==> config.mk <==
export PLATFORM = sky130hd
export DESIGN_NAME = digit_scan_scheduler
export DESIGN_NICKNAME = d
export VERILOG_FILES = /design/src/rtl/digit_scan_scheduler.sv
export SDC_FILE = /design/constraint.sdc
export NUM_CORES = 1
export LEC_CHECK = 0
export ABC_CLOCK_PERIOD_IN_PS = 4500
export BUFFER_PORTS_ARGS = -buffer_cell sky130_fd_sc_hd__clkbuf_2
export CAP_MARGIN = 30
export CORE_ASPECT_RATIO = 0.7
export CORE_MARGIN = 1.5
export CORE_UTILIZATION = 40
export DETAILED_ROUTE_END_ITERATION = 8
export PLACE_DENSITY_LB_ADDON = 0.1
export SYNTH_ARGS = -nofsm -noshare
export SYNTH_HDL_FRONTEND = slang
export SYNTH_HIERARCHICAL = 1
export SYNTH_SLANG_ARGS = --single-unit
==> constraint.sdc <==
create_clock -name clk -period 4.5 [get_ports clk]
set_clock_uncertainty 0.05 [all_clocks]
set_input_delay 0.45 -clock clk [delete_from_list [all_inputs] [get_ports clk]]
set_output_delay 0.45 -clock clk [all_outputs]
set_load 0.005 [all_outputs]
==> src/rtl/digit_scan_scheduler.sv <==
// digit_scan_scheduler
// Sequences the four-digit multiplexed hours/minutes display. A slot counter
// divides each digit slot into a dead-time window, a PWM on-window and an off
// tail. A digit counter walks digits 0..3, and a frame counter drives the
// time-set blink. Configuration inputs are captured into shadow registers only
// while the scan is disabled or at a frame boundary, so a frame always renders
// with one consistent configuration. All outputs come straight from registers.

// Runtime checks for the scan outputs, kept apart from the datapath.
module digit_scan_scheduler_chk (
    input logic       clk,
    input logic       reset,
    input logic [3:0] anode,
    input logic       frame_tick
);

    // Two digits may never be driven at once; that would short segment lines.
    a_anode_onehot0 : assert property (
        @(posedge clk) disable iff (!reset) $onehot0(anode)
    );

    // The frame marker is a single-cycle pulse.
    a_frame_tick_pulse : assert property (
        @(posedge clk) disable iff (!reset) frame_tick |=> !frame_tick
    );

endmodule

module digit_scan_scheduler #(
    parameter int REFRESH_DIV  = 50000,
    parameter int DEAD_CYCLES  = 2,
    parameter int BLINK_FRAMES = 128
) (
    input  logic       clk,
    input  logic       reset,
    input  logic       enable,
    input  logic [3:0] brightness,
    input  logic [3:0] blank_mask,
    input  logic [1:0] blink_sel,
    input  logic       lz_blank,
    input  logic       hr_msb_zero,
    output logic [1:0] digit_sel,
    output logic [3:0] anode,
    output logic       frame_tick,
    output logic       blink_phase
);

    // The slot counter and on-time share one width that holds REFRESH_DIV
    // itself, so brightness 15 (on-time = REFRESH_DIV) needs no saturation.
    localparam int CW = $clog2(REFRESH_DIV) + 1;
    localparam int FW = (BLINK_FRAMES > 1) ? $clog2(BLINK_FRAMES) : 1;

    localparam logic [CW-1:0] SLOT_LAST  = CW'(REFRESH_DIV - 1);
    localparam logic [CW-1:0] ON_STEP    = CW'(REFRESH_DIV / 16);
    localparam logic [CW-1:0] DEAD_LIMIT = CW'(DEAD_CYCLES);
    localparam logic [FW-1:0] FRAME_LAST = FW'(BLINK_FRAMES - 1);
    localparam logic [CW-1:0] SLOT_ONE   = CW'(1'b1);
    localparam logic [FW-1:0] FRAME_ONE  = FW'(1'b1);
    localparam logic [3:0]    BRIGHT_RST = 4'd15;

    // Digit k is in the blink group: bit 0 of sel covers the minute digits,
    // bit 1 the hour digits.
    function automatic logic in_blink_group(input logic [1:0] k, input logic [1:0] sel);
        logic hit;
        case (k)
            2'd0, 2'd1: hit = sel[0];
            2'd2, 2'd3: hit = sel[1];
            default:    hit = 1'b0;
        endcase
        return hit;
    endfunction

    // One-hot anode pattern for digit k.
    function automatic logic [3:0] digit_onehot(input logic [1:0] k);
        logic [3:0] oh;
        case (k)
            2'd0:    oh = 4'b0001;
            2'd1:    oh = 4'b0010;
            2'd2:    oh = 4'b0100;
            2'd3:    oh = 4'b1000;
            default: oh = 4'b0000;
        endcase
        return oh;
    endfunction

    // PWM on-window end: (level + 1) sixteenths of the slot.
    function automatic logic [CW-1:0] slot_on_time(input logic [3:0] level);
        return (CW'(level) + SLOT_ONE) * ON_STEP;
    endfunction

    // Scan counters
    logic [CW-1:0] slot_cnt_r;
    logic [1:0]    digit_cnt_r;
    logic [FW-1:0] frame_cnt_r;
    logic          blink_phase_r;

    // Shadow configuration, fixed for the duration of a frame
    logic [3:0]    brightness_sh_r;
    logic [3:0]    blank_mask_sh_r;
    logic [1:0]    blink_sel_sh_r;
    logic          lz_blank_sh_r;

    // Output registers
    logic [1:0]    digit_sel_r;
    logic [3:0]    anode_r;
    logic          frame_tick_r;

    // Combinational next-state and qualifiers
    logic          slot_wrap_s;
    logic          frame_wrap_s;
    logic          blink_wrap_s;
    logic          shadow_load_s;
    logic [CW-1:0] slot_nxt_s;
    logic [1:0]    digit_nxt_s;
    logic [FW-1:0] frame_nxt_s;
    logic [CW-1:0] on_time_s;
    logic          in_window_s;
    logic          blinked_s;
    logic          lz_hidden_s;
    logic          digit_dark_s;
    logic [3:0]    anode_nxt_s;
    logic [1:0]    digit_sel_nxt_s;

    // Wrap detection and next values for the slot, digit and frame counters.
    always_comb begin
        slot_wrap_s   = (slot_cnt_r == SLOT_LAST);
        frame_wrap_s  = enable & slot_wrap_s & (digit_cnt_r == 2'd3);
        blink_wrap_s  = frame_wrap_s & (frame_cnt_r == FRAME_LAST);
        shadow_load_s = ~enable | frame_wrap_s;
        slot_nxt_s    = slot_cnt_r;
        digit_nxt_s   = digit_cnt_r;
        frame_nxt_s   = frame_cnt_r;
        if (!enable) begin
            slot_nxt_s  = {CW{1'b0}};
            digit_nxt_s = 2'd0;
            frame_nxt_s = {FW{1'b0}};
        end else if (slot_wrap_s) begin
            slot_nxt_s  = {CW{1'b0}};
            digit_nxt_s = digit_cnt_r + 2'd1;
            if (blink_wrap_s) begin
                frame_nxt_s = {FW{1'b0}};
            end else if (frame_wrap_s) begin
                frame_nxt_s = frame_cnt_r + FRAME_ONE;
            end else begin
                frame_nxt_s = frame_cnt_r;
            end
        end else begin
            slot_nxt_s  = slot_cnt_r + SLOT_ONE;
            digit_nxt_s = digit_cnt_r;
            frame_nxt_s = frame_cnt_r;
        end
    end

    // Decide whether the current digit is lit in this cycle.
    always_comb begin
        on_time_s    = slot_on_time(brightness_sh_r);
        // An on-time at or below the dead time leaves an empty window.
        in_window_s  = (slot_cnt_r >= DEAD_LIMIT) && (slot_cnt_r < on_time_s);
        blinked_s    = blink_phase_r & in_blink_group(digit_cnt_r, blink_sel_sh_r);
        // Hour-tens zero is read live; it cannot change within a frame.
        lz_hidden_s  = (digit_cnt_r == 2'd3) & lz_blank_sh_r & hr_msb_zero;
        digit_dark_s = blank_mask_sh_r[digit_cnt_r] | blinked_s | lz_hidden_s;
        if (enable && in_window_s && !digit_dark_s) begin
            anode_nxt_s = digit_onehot(digit_cnt_r);
        end else begin
            anode_nxt_s = 4'b0000;
        end
        if (enable) begin
            digit_sel_nxt_s = digit_cnt_r;
        end else begin
            digit_sel_nxt_s = 2'd0;
        end
    end

    // Slot, digit and frame counter state.
    always_ff @(posedge clk or negedge reset) begin
        if (!reset) begin
            slot_cnt_r  <= {CW{1'b0}};
            digit_cnt_r <= 2'd0;
            frame_cnt_r <= {FW{1'b0}};
        end else begin
            slot_cnt_r  <= slot_nxt_s;
            digit_cnt_r <= digit_nxt_s;
            frame_cnt_r <= frame_nxt_s;
        end
    end

    // Blink phase flips after every BLINK_FRAMES frames and survives disable.
    always_ff @(posedge clk or negedge reset) begin
        if (!reset) begin
            blink_phase_r <= 1'b0;
        end else if (blink_wrap_s) begin
            blink_phase_r <= ~blink_phase_r;
        end else begin
            blink_phase_r <= blink_phase_r;
        end
    end

    // Capture configuration while idle or at the frame boundary only.
    always_ff @(posedge clk or negedge reset) begin
        if (!reset) begin
            brightness_sh_r <= BRIGHT_RST;
            blank_mask_sh_r <= 4'b0000;
            blink_sel_sh_r  <= 2'b00;
            lz_blank_sh_r   <= 1'b0;
        end else if (shadow_load_s) begin
            brightness_sh_r <= brightness;
            blank_mask_sh_r <= blank_mask;
            blink_sel_sh_r  <= blink_sel;
            lz_blank_sh_r   <= lz_blank;
        end else begin
            brightness_sh_r <= brightness_sh_r;
            blank_mask_sh_r <= blank_mask_sh_r;
            blink_sel_sh_r  <= blink_sel_sh_r;
            lz_blank_sh_r   <= lz_blank_sh_r;
        end
    end

    // Register the display outputs so select and anode move on the same edge.
    always_ff @(posedge clk or negedge reset) begin
        if (!reset) begin
            digit_sel_r  <= 2'd0;
            anode_r      <= 4'b0000;
            frame_tick_r <= 1'b0;
        end else begin
            digit_sel_r  <= digit_sel_nxt_s;
            anode_r      <= anode_nxt_s;
            frame_tick_r <= frame_wrap_s;
        end
    end

    assign digit_sel   = digit_sel_r;
    assign anode       = anode_r;
    assign frame_tick  = frame_tick_r;
    assign blink_phase = blink_phase_r;

    digit_scan_scheduler_chk u_chk (
        .clk        (clk),
        .reset      (reset),
        .anode      (anode_r),
        .frame_tick (frame_tick_r)
    );

endmodule
==> results.ini <==
[setup_path]
critPathCaptureType=register
cp_cell_sequence=ha_4 > and3_4 > buf_12 > ha_4 > xnor2_2 > ha_2 > a21o_1 > ha_4 > ha_4 > or3_4 > o221ai_4 > a21oi_2 > o21ai_2 > xor2_1 > ha_1 > nand4_1 > nand4b_1 > or4_4 > a211oi_4 > and2_4
crit_buf_inv=1
crit_required_ns=4.68
crit_cells=20
cpPeakStageDelay_ns=0.60
cp_slowest_cell=dfstp_2
critPathMaxFanout=5
critPathKind=register to register
crit_family=simple AND/OR/NAND/NOR gates
worstRegToRegCells=20
arrival_ns=4.68
cp_common_cell=ha_4
start_kind=register

[placed_design]
dp_hpwl_mm=5.90
placedCellCount=480
place_congestion=0.786
io_buffers=22

[clocking]
cts_buffer_depth=2
cts_hold_buf=0
clk_latency_ns=0.29
cts-buffers-inserted=5
cts_sinks=45
cts.clk_slew.worst_paths_ns=0.06
htree_levels=2
root_buffer=clkbuf_16
cts_tree=built

[layout]
utilization=0.545
nFillCells=708
multi_input_area_um2=2430
syn_to_final_growth_pct=30.7
nets=468
drive_above_1_share=0.330
ff_latch_area_um2=1130
antenna_cells=0
finalNonFillerCells=498

[floorplanning]
dieArea_um2=8870
dieWidth_um=112
initial_utilization=0.417
ioPinCount=23
dieHeight_um=79.3
fp-row-count=27
design.core.area_um2=7970

[global_routing]
grt_pass1_wl_mm=13.7
grt_usage=0.195
grt.busiest_layer=met1
gr-usage-met1=0.300
grt_overflow=0
use_met3=0.0382
use_met2=0.291
antenna_found_initial=0
grt_pass1_vias=2669
grt_max_degree=46

[timing]
final-setup-viol-count=0
tns_ns=0
holdWs_ns=0.193
fmax_ghz=0.222
worstMarginPinSlew_ns=0.581
hold_viol=0
rsz0062_at_grt=true
fin_crit_ns=4.50
slew_headroom=0.612
maxSlewViolCount=0
fin_crit_sh=0.999

[routing]
drt_pre_antenna_iters=6
drtIter0Drc=172
ant_nets=0
vias_per_cell=5.28
routedWlPerCell_um=16.0
wirelength_mm=7.97
drc_errors=10
vias=2631

[logic_synthesis]
synth_top_flop_cell=dfrtp_1
syn_nets=405
syn_area_um2=3320
syn_inst=333
yosysWarnings=6
async_reset_ff_frac=1.00
synth-seq-cells=45
synth_edf_count=0
yosysUniqueCellTypes=52
syn_area_per_cell_um2=9.98
synth-seq-area-share=0.340

[run_status]
violations=design-rule violations
status=complete, but fails checks

[power_and_ir_drop]
power.leakage_nw=1.96
total_power_mw=1.69
ir_worst_vdd_mv=0.202
p_per_area_nw_per_um2=389

[flow_run]
cap_violations=0

[hold_path]
hold_class=input port to asynchronous set/reset pin

==> sequential cells by signal, summed over array words and instances, names as in the netlist <==
signal / cells
brightness_sh_r: 4
blank_mask_sh_r: 4
frame_cnt_r: 7
blink_phase: 1
blink_sel_sh_r: 2
slot_cnt_r: 17
lz_blank_sh_r: 1
anode: 4
digit_cnt_r: 2
digit_sel: 2
frame_tick: 1
==> layer usage <==
layer | wire (um) | part of all wire | vias up
met5 | 0 | 0 | -
li1 | - | - | 1312
met2 | 3340 | 0.42 | 46
met3 | 334 | 0.042 | 4
met1 | 4270 | 0.54 | 1269
met4 | 26 | 0.0033 | 0
==> worst reg2reg max path, delay by kind of cell, from the launching register on <==
family / cells / cell delay (ns)
xor gates and xnor gates: 2 / 0.24
adders and majority gates: 6 / 1.20
DFF: 1 / 0.60
and+or+nand+nor: 6 / 1.42
AOI/OAI and AO/OA: 5 / 0.83
buffers and inverters: 1 / 0.11
==> report_power, final <==
| group | leakage, nW | internal (mW) | total [mW] | switching [mW] |
|---|---|---|---|---|
| clock | 0.0800 | 0.263 | 0.419 | 0.156 |
| sequential | 0.594 | 0.421 | 0.435 | 0.0140 |
| combinational | 1.29 | 0.435 | 0.836 | 0.402 |
| total | 1.96 | 1.12 | 1.69 | 0.572 |
==> cells in the final DEF, fill, tap and decap left out, types with 2 or more instances in the layout <==
cell type and count:
dfrtp_1 41, ha_1 39, buf_4 36, nor2_1 34, clkbuf_2 22, inv_1 19, nand2_1 17, a21oi_1 16
xnor2_1 16, xor2_1 14, ha_4 14, mux2_2 11, nand4_1 10, nand3_1 10, and2_1 5, clkbuf_16 5
o21ai_0 4, nor3_1 4, dfstp_2 4, o21ai_2 3, o21bai_1 3, or4_4 3, or4_1 3, and3_1 3
ha_2 3, nand3_2 2, a21o_1 2, a21oi_2 2, o21a_1 2, a211oi_4 2, nand4b_1 2, o211ai_1 2
a21boi_0 2, nor2b_1 2, nor4_1 2, mux2i_1 2
==> synth_stat cells, drive strengths merged (5+ instances only) <==
| cell type | count | area share |
|---|---|---|
| nand2 | 17 | 0.019 |
| nor3 | 5 | 0.0090 |
| mux2 | 11 | 0.037 |
| inv | 19 | 0.021 |
| dfrtp | 41 | 0.31 |
| xor2 | 15 | 0.040 |
| a21oi | 18 | 0.027 |
| or4 | 6 | 0.016 |
| nand3 | 12 | 0.020 |
| o21ai | 8 | 0.012 |
| xnor2 | 18 | 0.047 |
| ha | 56 | 0.21 |
| nand4 | 10 | 0.019 |
| nor2 | 36 | 0.046 |
| and2 | 6 | 0.011 |
==> through the flow <==
step | setup WS (ns) | instance area, um^2
floorplan | 0.0102 | 3400
global placement | -0.182 | 3820
CTS | -0.0405 | 4220
global route | -0.164 | 4340
finish | 0.00288 | 4340
detailed placement | -0.236 | 3820
==> kinds of logic after synthesis <==
family                   share of synthesized area
buffers and inverters                       0.0282
XOR/XNOR                                    0.0870
AND/OR/NAND/NOR                              0.183
AO/OA/AOI/OAI                               0.0941
multiplexers                                0.0501
flip-flops                                   0.340
adder cells (fa/ha/maj)                      0.217
==> what timing repair did <==
item | CTS | global route
pin swaps | 15 | 16
setup endpoints to repair | 4 | 4
resized for setup | 23 | 17
gates cloned | 0 | 0
buffers inserted | 6 | 4
==> path summary, 6_finish.rpt <==
kind,start,end,slack [ns]
setup reg to reg,brightness_sh_r[0],anode[3],0.003
min in group clk,blink_sel[1],blink_sel_sh_r[1],0.34
max in group asynchronous,reset,slot_cnt_r[8],3.81
hold / removal,reset,blank_mask_sh_r[0],0.19
setup / recovery,brightness_sh_r[0],anode[3],0.003
hold reg to reg,blink_phase,blink_phase,0.45
==> area by class of cell <==
class,instances,area share
sequential,45,0.260
clock buffer,5,0.0288
clock inverter,3,0.0107
tap,101,0.0291
timing repair buffer,60,0.0948
inverter,19,0.0164
multi-input combinational,265,0.560
No activity file was read; power rests on OpenSTA's default activity.
